<file path="src/rtl/traffic_light_ctrl.sv">
// Master controller for the highway / farm-road intersection.
// Sequences both sets of lights from the farm-road car sensor and the
// interval timer's long/short timeout flags, and is the sole source of
// the timer's start-clear pulse.
//
// Timer handshake: sc is a registered one-cycle pulse issued together with
// every state change; the timer clears on the following edge. While sc=1 the
// timer flags still describe the previous interval, so tl/ts are masked in
// that cycle.
module traffic_light_ctrl #(
   parameter bit         LATCH_CAR = 1'b1,
   parameter logic [1:0] LGREEN    = 2'b00,
   parameter logic [1:0] LYELLOW   = 2'b01,
   parameter logic [1:0] LRED      = 2'b10
) (
   input  logic       clk,
   input  logic       rst,
   input  logic       car,
   input  logic       tl,
   input  logic       ts,
   output logic       sc,
   output logic [1:0] hl,
   output logic [1:0] fl,
   output logic [1:0] st
);

   typedef enum logic [1:0] {
      HG = 2'b00,
      HY = 2'b01,
      FG = 2'b10,
      FY = 2'b11
   } state_t;

   state_t     state;
   state_t     next_state;
   logic       force_sc;
   logic       sc_next;
   logic       car_req;
   logic       car_req_next;
   logic       req;
   logic       tl_v;
   logic       ts_v;
   logic [1:0] hl_next;
   logic [1:0] fl_next;

   assign st = state;

   // Timer flags are stale during the clear cycle, so mask them there.
   assign tl_v = tl & ~sc;
   assign ts_v = ts & ~sc;

   // Effective farm-road request: latched pulses plus the live level.
   assign req = LATCH_CAR ? (car_req | car) : car;

   // Request latch: any car sample sets it, entering FG clears it, set wins.
   always_comb begin
      car_req_next = car_req;
      if (!LATCH_CAR) begin
         car_req_next = 1'b0;
      end else if (car) begin
         car_req_next = 1'b1;
      end else if ((next_state == FG) && (state != FG)) begin
         car_req_next = 1'b0;
      end
   end

   // State register together with the registered lights, sc and request latch.
   always_ff @(posedge clk or posedge rst) begin
      if (rst) begin
         state   <= HG;
         hl      <= LGREEN;
         fl      <= LRED;
         sc      <= 1'b0;
         car_req <= 1'b0;
      end else begin
         state   <= next_state;
         hl      <= hl_next;
         fl      <= fl_next;
         sc      <= sc_next;
         car_req <= car_req_next;
      end
   end

   // Next-state decision; FG releases on the live car level, not the latch.
   always_comb begin
      next_state = state;
      force_sc   = 1'b0;
      case (state)
         HG: if (tl_v && req)  next_state = HY;
         HY: if (ts_v)         next_state = FG;
         FG: if (tl_v || !car) next_state = FY;
         FY: if (ts_v)         next_state = HG;
         default: begin
            next_state = HG;
            force_sc   = 1'b1;
         end
      endcase
   end

   // Output decode from the next state so lights and sc update with st.
   always_comb begin
      sc_next = (next_state != state) | force_sc;
      hl_next = LGREEN;
      fl_next = LRED;
      case (next_state)
         HG: begin
            hl_next = LGREEN;
            fl_next = LRED;
         end
         HY: begin
            hl_next = LYELLOW;
            fl_next = LRED;
         end
         FG: begin
            hl_next = LRED;
            fl_next = LGREEN;
         end
         FY: begin
            hl_next = LRED;
            fl_next = LYELLOW;
         end
         default: begin
            hl_next = LGREEN;
            fl_next = LRED;
         end
      endcase
   end

endmodule

</file>
<file path="config.mk">
export PLATFORM = sky130hd
export DESIGN_NAME = traffic_light_ctrl
export DESIGN_NICKNAME = d
export VERILOG_FILES = /design/src/rtl/traffic_light_ctrl.sv
export SDC_FILE = /design/constraint.sdc
export NUM_CORES = 1
export LEC_CHECK = 0
export ABC_CLOCK_PERIOD_IN_PS = 1400
export CAP_MARGIN = 20
export CORE_AREA = 5 5 42 44
export CTS_CLUSTER_DIAMETER = 40
export CTS_CLUSTER_SIZE = 8
export DETAILED_ROUTE_END_ITERATION = 7
export DIE_AREA = 0 0 47 49
export PLACE_DENSITY = 0.54
export SLEW_MARGIN = 20
export SYNTH_ARGS = -nofsm -noshare
export SYNTH_HDL_FRONTEND = slang
export SYNTH_SLANG_ARGS = --single-unit
</file>
<file path="constraint.sdc">
create_clock -name clk -period 1.4 [get_ports clk]
set_clock_uncertainty 0.2 [all_clocks]
set_input_delay 0.42 -clock clk [delete_from_list [all_inputs] [get_ports clk]]
set_output_delay 0.42 -clock clk [all_outputs]
set_load 0.02 [all_outputs]
</file>
# After elaboration in Yosys (flattened, before gate mapping)
# Cells that the tools add are included.
# W data, S select, Z words.
totals:
  reg_bits: 8
  inputBits: 5
  output_inout_bits: 7
  elab_cells: 35
classes:
  n_eq_ne: 8
  mux: 9
  bitwise_logic: 4
  reduce_logical: 9
op_table:
  columns: ["cell", "n"]
  rows:
  - ["$pmux W2 S3", 2]
  - ["$eq A2 B2 Y1 const B", 4]
  - ["$mux W2", 4]
  - ["$pmux W2 S4", 1]
  - ["$eq A2 B1 Y1 const B", 2]
  - ["$logic_not A2 Y1", 2]
  - ["$reduce_or A2 Y1", 2]
  - ["$and A1 B1 Y1", 2]
  - ["$logic_and A1 B1 Y1", 2]
  - ["$mux W1", 2]
  - ["$ne A2 B2 Y1", 1]
  - ["$ne A2 B2 Y1 const B", 1]
  - ["$reduce_bool A2 Y1", 1]
  - ["$logic_not A1 Y1", 1]
  - ["$logic_or A1 B1 Y1", 1]
  - ["$not A1 Y1", 1]
  - ["$or A1 B1 Y1", 1]

# Depth between registers and ports, before layout
logic_depth:
  depth_word: 9
  mapped_depth: 3
  ltp_nobuf: 3

# Least setup slack after synthesis
# Ideal clock, no wire load.
synth_timing:
  path_type: "input to register"
  start: "input port car"
  end: "register sc"
  setup_time_ps: 139
  arrival_ps: 957
  required_ps: 1061
  setup_slack_ps: 104
  path_stages: 3
  path_buffers: 0
  path_cell_list: "or2_1 > a221oi_2 > a21oi_1"
synth_between:
  elab_chain_len: 5
  elab_cells_between_ends: 8
  classes_between: "1 x eq/ne; 3 x mux; 1 x bitwise; 3 x reduce/logical"
synth_lines:
  columns: ["item", "line", "source"]
  rows:
  - ["start: declaration", "18", "input logic car,"]
  - ["$or A1 B1 Y1 or $logic_not A1 Y1 (tied branches)", "53, 91", null]
  - ["$logic_and A1 B1 Y1 or $logic_or A1 B1 Y1 (tied branches)", "89, 91", null]
  - ["$mux W2 (on tied branches)", "89, 91", null]
  - ["$pmux W2 S4 (*)", "88", "case (state)"]
  - ["$ne A2 B2 Y1 (*)", "102", "sc_next = (next_state != state) | force_sc;"]
  - ["net sc_next", "37", "logic sc_next;"]
  - ["end signal: assignment", "79", "sc <= sc_next;"]
  - ["end: declaration", "21", "output logic sc,"]
# Mark *: on every way through the listed nets, which the timed path passes. The rest lies on a longest branch.
# A chain may end at the register's enable or synchronous reset.

# Final worst setup path
layout_timing:
  start: "register fl[1]"
  end: "output port fl[1]"
layout_rtl:
  columns: ["item", "line", "source"]
  rows:
  - ["start: declaration", "23", "output logic [1:0] fl,"]
  - ["start signal: assignment", "78", "fl <= fl_next;"]
# No word-level cell between the ends.

==> summary.md <==
| Metric | Value |
|---|---|
| WP data arrival | 0.88 ns |
| Critical path, cell by cell | buf_6 |
| Final setup viols | 3 |
| GR Overflow Total | 0 |
| Crit start category | flop |
| Syn_area_per_cell | 12.4 um^2 |
| Worst-Margin Slew | 0.313 ns |
| Share of cells above drive strength 1 | 42.2% |
| Synth unique cells | 16 |
| Vias in the first global route | 272 |
| I/O Buffers | 11 |
| Num ports | 12 |
| Failing checks | negative setup slack |
| Area contributors post-synth | dfrtp_1, dfstp_2, xnor2_2 |
| Placed Cells | 56 |
| Leading area contributor after synthesis | dfrtp_1 |
| Num CTS Buffers | 3 |
| Commonest cells after routing, fill and taps aside | dfrtp_1, buf_6, buf_4 |
| Starting Density | 23.8% |
| Chip Height | 49 um |
| Crit path largest cell delay | 0.52 ns |
| M1 wire length | 287 um |
| Worst-path clk slew | 0.06 ns |
| Normalized max-slew margin | 79.1% |
| Post-Layout Cell Count | 61 |
| Maxcap violations | 0 |
| Worst Path Class, Setup | flop to output port |
| Max-slew violation count | 0 |
| Detail Route met2 WL | 366 um |
| Worst EP required | 0.78 ns |
| Core area | 1400 um^2 |
| Endpoints failing hold | 0 |
| GRT Util Overall | 7.32% |
| GP Congestion | 0.795 |
| Sequential-to-total area share from yosys stat | 60.3% |
| Area growth syn-to-layout | 64.8% |
| CP Capture Type | output port |
| CP delay by family, top | flip-flops |
| First-pass GRT wire length | 1170 um |
| HP Class | primary input to async pin |
| Pre-antenna DRT Iters | 1 |
| Worst setup slack after layout | -0.0993 ns |
| # DRC | 0 |
| CTS tree | done |
| Fillers | 138 |
| Static Leak | 0.258 nW |
| Via count | 262 |
| H-tree levels | 1 |
| TNS Setup | -0.109 ns |
| Die area | 2300 um^2 |
| Largest net degree at the start of global routing | 9 |
| Synth top area share | 52.4% |
| FF+latch count, synth | 8 |
| Cell area after synthesis | 334 um^2 |
| Max VDD drop | 0.837 mV |
| Skew-Pair Late Insertion Delay | 0.26 ns |
| Met3 routed WL | 54 um |
| Clock root cell | clkbuf_4 |
| Utilization after layout | 39.3% |
| Die W | 47 um |
| Hold buffers post-CTS | 0 |
| CTS Sinks | 8 |
| DR vias/cell | 4.30 |
| RSZ-0062 raised after global routing | yes |
| Nets@finish | 51 |
| Status | complete, but fails checks |
| Fin crit share | 107% |
| Worst Path Buf+Inv | 1 |
| CTS max path bufs | 2 |
| Top Layer Used | met4 |
| Post-Syn Instances | 27 |
| Row cnt | 14 |
| Post-DRT Antenna Nets | 0 |
| N_diodes | 0 |
| Antenna violations before repair | 0 |
| Slowest stage cell, crit path | dfstp_2 |
| Power per cell area | 2450 nW/um^2 |
| Total wire length | 724 um |
| Max Clk Rate | 667 MHz |
| Routed length per instance | 11.9 um |
| Synth Net Count | 32 |
| Fin crit period | 1.50 ns |
| Iter 0 DRT Violations | 0 |
| CP Max Fanout | 1 |
| Syn. warnings | 0 |
## Yosys cell counts
| cell type | instances |
|---|---|
| nand3b_2 | 1 |
| o21ai_0 | 1 |
| nand2b_1 | 1 |
| inv_1 | 3 |
| nand2_1 | 2 |
| xnor2_1 | 1 |
| buf_2 | 1 |
| dfrtp_1 | 7 |
| dfstp_2 | 1 |
| nand3b_1 | 1 |
| o311a_1 | 1 |
| a221oi_2 | 1 |
| xnor2_2 | 1 |
| a21oi_1 | 2 |
| or2_1 | 1 |
| nor2b_1 | 2 |
## flip-flops by register name, indices dropped and copies added (netlist names)
register	count
fl	2
st	2
car_req	1
sc	1
hl	2
## logic make-up (layout without fill, tap and decap cells)
family                 count (synthesis)  count (layout)  synth area share, %
AO/OA/AOI/OAI                          5               5                 12.0
buffers and inverters                  4              22                 4.87
XOR/XNOR                               2               2                 7.49
AND/OR/NAND/NOR                        8               8                 15.4
flip-flops                             8               8                 60.3
## through the flow
stage | worst slack, ns | total power [W] | instance area [um^2] | hold WS [ns]
floorplan | 0.104 | 0.000761 | 334 | 0.0349
global placement | -0.358 | 0.00105 | 482 | 0.289
detailed placement | -0.367 | 0.00106 | 482 | 0.295
CTS | -0.108 | 0.00131 | 524 | 0.207
global route | -0.137 | 0.00144 | 551 | 0.240
finish | -0.0993 | 0.00135 | 551 | 0.205
## where the power goes
part / internal (W) / switching, W / total (W)
registers: 0.000351 / 0.0000568 / 0.000408
clock network: 0.000109 / 0.0000823 / 0.000192
logic: 0.000389 / 0.000361 / 0.000750
total: 0.000850 / 0.000500 / 0.00135
## metal layers
metal,track usage (%),up-vias
met5,0,-
met4,5.53,0
met3,3.32,2
met2,9.95,11
met1,8.60,124
li1,-,125
## area by class of cell
cell class	count	area, um^2	share of cell area (%)
Inverter	3	11.3	2.05
Clock buffer	4	26.3	4.77
Multi-Input combinational cell	15	144	26.1
Timing Repair Buffer	15	148	26.8
Tap cell	16	20.0	3.64
Sequential cell	8	201	36.6
## repair_timing
action,CTS,global route
pin swaps,2,1
setup buffers,2,0
setup endpoints to repair,9,11
resized for setup,41,6
## worst paths after layout
check / start / endpoint / slack (ns) / cells after the start
setup / recovery: fl[1]$_DFF_PP1_ / fl[1] / -0.1 / 1
hold / removal: rst / hl[0]$_DFF_PP0_ / 0.21 / 2
setup reg to reg: car_req$_DFFE_PP0P_ / st[0]$_DFF_PP0_ / 0.07 / 3
hold reg to reg: car_req$_DFFE_PP0P_ / car_req$_DFFE_PP0P_ / 0.31 / 2
min in group clk: car_req$_DFFE_PP0P_ / car_req$_DFFE_PP0P_ / 0.31 / 2
max in group asynchronous: rst / fl[1]$_DFF_PP1_ / 0.50 / 2
## worst reg2reg max path, stage by stage, from the launching register on
cell      delay, ns
dfrtp_1        0.37
or2_1          0.28
a221oi_4       0.28
nor2b_1        0.08
No activity file was read; power rests on OpenSTA's default activity.
